## config.mk

```make
export PLATFORM = sky130hd
export DESIGN_NAME = pipeline_hazard_ctrl
export DESIGN_NICKNAME = d
export VERILOG_FILES = /design/src/rtl/pipeline_hazard_ctrl_pkg.sv /design/src/rtl/pipeline_hazard_ctrl_load_use_detect.sv /design/src/rtl/pipeline_hazard_ctrl.sv
export SDC_FILE = /design/constraint.sdc
export NUM_CORES = 1
export LEC_CHECK = 0
export CAP_MARGIN = 20
export CORE_ASPECT_RATIO = 0.75
export CORE_UTILIZATION = 50
export DETAILED_ROUTE_END_ITERATION = 16
export PLACE_DENSITY = 0.92
export SYNTH_ARGS = -nofsm -noshare
export SYNTH_HDL_FRONTEND = slang
export SYNTH_SLANG_ARGS = --single-unit
```

## constraint.sdc

```tcl
create_clock -name clk -period 3 [get_ports clk]
set_input_delay 0.6 -clock clk [delete_from_list [all_inputs] [get_ports clk]]
set_output_delay 0.6 -clock clk [all_outputs]
set_load 0.05 [all_outputs]
```

## src/rtl/pipeline_hazard_ctrl_pkg.sv

```systemverilog
// Shared types for the hazard/stall sequencer: FSM state encoding and the
// bundle of pipeline write/flush controls it drives.
package pipeline_hazard_ctrl_pkg;

  localparam int REG_W = 5;

  typedef enum logic [1:0] {
    RUN      = 2'd0,
    MD_WAIT  = 2'd1,
    MD_DRAIN = 2'd2
  } hz_state_t;

  typedef struct packed {
    logic pc_write;
    logic if_id_write;
    logic if_id_flush;
    logic id_ex_bubble;
    logic ex_hold;
    logic md_go;
  } hz_ctrl_t;

  // Free-running pipe vs. the "everything squashed" state held during reset.
  localparam hz_ctrl_t CTRL_DEFAULT = hz_ctrl_t'(6'b110000);
  localparam hz_ctrl_t CTRL_RESET   = hz_ctrl_t'(6'b001100);

endpackage

```

## src/rtl/pipeline_hazard_ctrl_load_use_detect.sv

```systemverilog
// Load-use detector: a load in ID/EX whose destination is read by the
// instruction currently in IF/ID. x0 never creates a dependency.
module load_use_detect
  import pipeline_hazard_ctrl_pkg::*;
(
  input  logic             id_ex_memread,
  input  logic [REG_W-1:0] id_ex_rd,
  input  logic [REG_W-1:0] if_id_rs1,
  input  logic [REG_W-1:0] if_id_rs2,
  input  logic             use_rs1,
  input  logic             use_rs2,
  output logic             lu
);

  assign lu = id_ex_memread && (id_ex_rd != '0) &&
              ((use_rs1 && (if_id_rs1 == id_ex_rd)) ||
               (use_rs2 && (if_id_rs2 == id_ex_rd)));

endmodule

```

## src/rtl/pipeline_hazard_ctrl.sv

```systemverilog
// Hazard and stall sequencer for the 5-stage core: load-use bubbles, taken-branch
// flushes and the mul/div freeze with watchdog, plus a saturating stall counter.
module pipeline_hazard_ctrl
  import pipeline_hazard_ctrl_pkg::*;
#(
  parameter int MD_MAX_CYC = 64,
  parameter int CNT_W      = 16
) (
  input  logic             clk,
  input  logic             rst_n,
  input  logic             id_ex_memread,
  input  logic [REG_W-1:0] id_ex_rd,
  input  logic [REG_W-1:0] if_id_rs1,
  input  logic [REG_W-1:0] if_id_rs2,
  input  logic             use_rs1,
  input  logic             use_rs2,
  input  logic             branch_taken,
  input  logic             md_start,
  input  logic             md_done,
  output logic             pc_write,
  output logic             if_id_write,
  output logic             if_id_flush,
  output logic             id_ex_bubble,
  output logic             ex_hold,
  output logic             md_go,
  output logic             md_err,
  output logic [CNT_W-1:0] stall_cycles
);

  localparam int WD_W = (MD_MAX_CYC > 2) ? $clog2(MD_MAX_CYC) : 1;
  localparam logic [WD_W-1:0] WD_LAST = WD_W'(MD_MAX_CYC - 1);

  hz_state_t       state;
  logic [WD_W-1:0] wd_cnt;
  logic            lu;
  hz_ctrl_t        ctrl;

  load_use_detect u_load_use_detect (
    .id_ex_memread (id_ex_memread),
    .id_ex_rd      (id_ex_rd),
    .if_id_rs1     (if_id_rs1),
    .if_id_rs2     (if_id_rs2),
    .use_rs1       (use_rs1),
    .use_rs2       (use_rs2),
    .lu            (lu)
  );

  // Mealy controls; a taken branch wins in RUN because anything behind it is wrong-path.
  always_comb begin
    ctrl = CTRL_DEFAULT;
    if (!rst_n) begin
      ctrl = CTRL_RESET;
    end else begin
      case (state)
        RUN: begin
          if (branch_taken) begin
            ctrl.if_id_flush  = 1'b1;
            ctrl.id_ex_bubble = 1'b1;
          end else if (md_start) begin
            ctrl.md_go       = 1'b1;
            ctrl.pc_write    = 1'b0;
            ctrl.if_id_write = 1'b0;
            ctrl.ex_hold     = 1'b1;
          end else if (lu) begin
            ctrl.pc_write     = 1'b0;
            ctrl.if_id_write  = 1'b0;
            ctrl.id_ex_bubble = 1'b1;
          end
        end
        MD_WAIT: begin
          ctrl.pc_write    = 1'b0;
          ctrl.if_id_write = 1'b0;
          ctrl.ex_hold     = 1'b1;
        end
        MD_DRAIN: begin
          ctrl.pc_write     = 1'b0;
          ctrl.if_id_write  = 1'b0;
          ctrl.id_ex_bubble = 1'b1;
        end
        default: ctrl = CTRL_DEFAULT;
      endcase
    end
  end

  assign pc_write     = ctrl.pc_write;
  assign if_id_write  = ctrl.if_id_write;
  assign if_id_flush  = ctrl.if_id_flush;
  assign id_ex_bubble = ctrl.id_ex_bubble;
  assign ex_hold      = ctrl.ex_hold;
  assign md_go        = ctrl.md_go;

  // md_done on the last watchdog cycle takes priority over expiry.
  always_ff @(posedge clk or negedge rst_n) begin
    if (!rst_n) begin
      state        <= RUN;
      wd_cnt       <= '0;
      stall_cycles <= '0;
      md_err       <= 1'b0;
    end else begin
      if (!ctrl.pc_write && (stall_cycles != '1))
        stall_cycles <= stall_cycles + 1'b1;
      case (state)
        RUN: begin
          if (!branch_taken && md_start) begin
            wd_cnt <= '0;
            state  <= MD_WAIT;
          end
        end
        MD_WAIT: begin
          if (md_done) begin
            state <= MD_DRAIN;
          end else if (wd_cnt == WD_LAST) begin
            md_err <= 1'b1;
            state  <= MD_DRAIN;
          end else begin
            wd_cnt <= wd_cnt + 1'b1;
          end
        end
        MD_DRAIN: state <= RUN;
        default:  state <= RUN;
      endcase
    end
  end

endmodule

```

==> results.py <==
metrics = {
    "detailed_routing": {
        "drc": 0,
        "drtPass1Iterations": 4,
        "num_vias": 1295,
        "drtIter0Drc": 71,
        "drt-wirelength-per-cell_um": 15.1,
        "drt-total-wl_um": 3620,
        "antenna_left": 0,
        "vias_per_cell": 5.40,
    },
    "yosys": {
        "yosysTopAreaCell": "dfrtp_1",
        "syn_area_sq_mm": 0.00150,
        "avgSynthCellArea_sq_um": 9.81,
        "synth_cell_types": 38,
        "synth_edf_count": 0,
        "synth_area_leaders": "dfrtp_1 (42%), xnor2_1 (11%), xor2_1 (5.3%), ha_1 (4.2%), nand3_1 (3.3%)",
        "yosysTopAreaCellShare_pct": 41.7,
        "netlist_top_cells_count": "dfrtp_1 (25), xnor2_1 (19), nand2_1 (11)",
        "yosysMostFrequentCell": "dfrtp_1",
        "async_flop_share_pct": 100,
        "seq_area_frac_synth_pct": 41.7,
        "yosys_register_bits": 25,
        "synthesis.nets": 181,
        "synthFlopType": "dfrtp_1",
        "yosysWarnings": 0,
        "syn_inst": 153,
    },
    "worst_setup_path": {
        "cp.required_ps": 2400,
        "crit_chain": "clkdlybuf4s50_1, xor2_1, nor4_2, a32oi_2, nor3b_1, o21ai_0, nand3b_1, buf_12",
        "crit_type": "in -> out",
        "path_delay_family": "simple AND/OR/NAND/NOR gates",
        "cp_max_fo": 3,
        "cp_slowest_cell": "clkdlybuf4s50_1",
        "cp.arrival_ps": 2440,
        "start_kind": "input pin",
        "max_stage_delay_ps": 470,
        "end_kind": "output port",
        "worst-path-buf-inv": 2,
        "r2r_slack_ps": 810,
    },
    "floorplan": {
        "die-area_sq_mm": 0.00323,
        "row_count": 16,
        "initial_core_util_pct": 55.1,
        "die_x_um": 65.3,
        "chipHeight_um": 49.4,
        "num_io_pins": 46,
        "floorplan.core_area_sq_mm": 0.00272,
    },
    "sta": {
        "layout_setup_ws_ps": -41.4,
        "hold-worst-slack_ps": 489,
        "hold_viol": 0,
        "fmax_ghz": 0.329,
        "finalSetupViolations": 1,
        "worstMarginPinSlew_ps": 512,
        "skew_ps": 1.48,
        "fin_crit_sh_pct": 101,
        "relSlewSlack_pct": 65.9,
        "maxSlewViolCount": 0,
        "min_period_ps": 3040,
    },
    "cells_and_area": {
        "synthToLayoutAreaGrowth_pct": 42.1,
        "final_util_pct": 78.3,
        "instances_no_fill": 240,
        "drive_above_1_share_pct": 14.7,
        "final_nets": 233,
        "design_area_sq_mm": 0.00213,
        "antenna_cells": 0,
    },
    "global_routing": {
        "grt_start_max_net_pins": 22,
        "antenna_found_initial": 0,
        "grt_overflow": 0,
        "track_usage_pct": 23.5,
        "grt_pass1_vias": 1247,
        "grt_pass1_wl_um": 5800,
    },
    "placed_design": {
        "place.detailed.hpwl_um": 2730,
        "io_buffers": 45,
        "post-place-cells": 235,
        "place_area_sq_mm": 0.00206,
        "place_congestion": 0.828,
    },
    "status": {
        "violations": "setup timing",
        "outcome": "finished, violations left",
    },
    "job": {
        "maxCapViolCount": 0,
    },
    "pwr": {
        "p_per_area_mw_per_mm2": 737,
        "p_total_uw": 1570,
        "worst_ir_drop_vdd_v": 0.000482,
        "p_leak_uw": 0.000923,
    },
    "hold_path": {
        "min_path_type": "reg -> reg",
    },
    "clock_tree": {
        "clockBufferDepth": 2,
        "clock-sinks": 25,
        "htree_levels": 1,
        "cts_tree": "yes",
        "hold_buffers": 0,
        "clk_pin_slew_ps": 80,
        "insertion_delay_ps": 270,
        "cts_made_buffers": 3,
        "cts-root-buf": "clkbuf_8",
    },
}
## cell usage in the layout (no fill, tap or decap), drive strengths merged, types with 2 or more instances in the layout
cell type / Yosys / layout
dlygate4sd2: 0 / 2
nor4: 2 / 2
xor2: 9 / 9
clkdlybuf4s50: 0 / 36
clkbuf: 0 / 3
nand3: 10 / 10
a21oi: 3 / 3
nor2: 8 / 8
o21a: 2 / 2
xnor2: 19 / 19
o21ai: 7 / 7
and2: 2 / 2
buf: 4 / 12
ha: 5 / 5
inv: 8 / 8
and3: 8 / 8
nand3b: 2 / 2
nand2: 11 / 11
and4: 4 / 4
nand4: 7 / 7
dfrtp: 25 / 25
nand2b: 5 / 5
nor3: 2 / 2
## report_power, final
| part | internal [uW] | total [uW] | switching (uW) |
|---|---|---|---|
| Combinational | 367 | 895 | 528 |
| Clock | 93.0 | 199 | 106 |
| Sequential | 405 | 477 | 72.2 |
| Total | 865 | 1570 | 706 |
## flip-flops by register name (all words and copies together) (netlist names)
| name | flops |
|---|---|
| md_err | 1 |
| wd_cnt | 6 |
| stall_cycles | 16 |
| state | 2 |
## worst reg2reg max path, cell delays in order, from the launching register on
cell and delay [ps]:
dfrtp_1 420, ha_1 330, and3_1 230, nand4_1 170, nand3_1 120, o21ai_2 430
mux2_2 390
## kinds of logic after synthesis
kind of cell	synth area share, %
and+or+nand+nor	25.4
xor gates and xnor gates	16.3
DFF	41.7
AOI/OAI and AO/OA	7.09
buffers and inverters	3.92
adders and majority gates	4.17
muxes	1.42
## metrics by stage
stage | worst slack (ps) | setup TNS (ps)
6_report | -41.4 | -41.4
5_1_grt | -126 | -132
4_1_cts | 37.8 | 0
3_5_place_dp | -38.9 | -101
3_3_place_gp | 14.2 | 0
2_1_floorplan | 337 | 0
## layer usage
layer  up-vias  track usage [%]  share of wire [%]
li1        637                -                  -
met1       623             32.8                 46
met2        31             36.6                 51
met3         4             6.54                2.9
met4         0             4.35               0.77
met5         -                0                  0
## layout make-up
type / count / area [sq um]
Clock inverter: 1 / 5.00
Tap cell: 36 / 45.0
Fill cell: 171 / 591
Clock buffer: 3 / 41.3
Multi-Input combinational cell: 116 / 830
Sequential cell: 25 / 626
Inverter: 8 / 30.0
Timing Repair Buffer: 51 / 556
## worst paths after layout
kind                              endpoint  cells after the start             from
setup / recovery              id_ex_bubble                      8      id_ex_rd[4]
hold / removal                      md_err                      2           md_err
setup reg to reg           stall_cycles[1]                      6  stall_cycles[0]
hold reg to reg                     md_err                      2           md_err
max in group asynchronous        wd_cnt[3]                      2            rst_n
min in group asynchronous         state[0]                      2            rst_n
## what timing repair did
item | 4_1_cts | 5_1_grt
setup endpoints to repair | 3 | 1
setup buffers | 0 | 1
pin swaps | 1 | 4
resized for setup | 3 | 3
No activity file was read; power rests on OpenSTA's default activity.
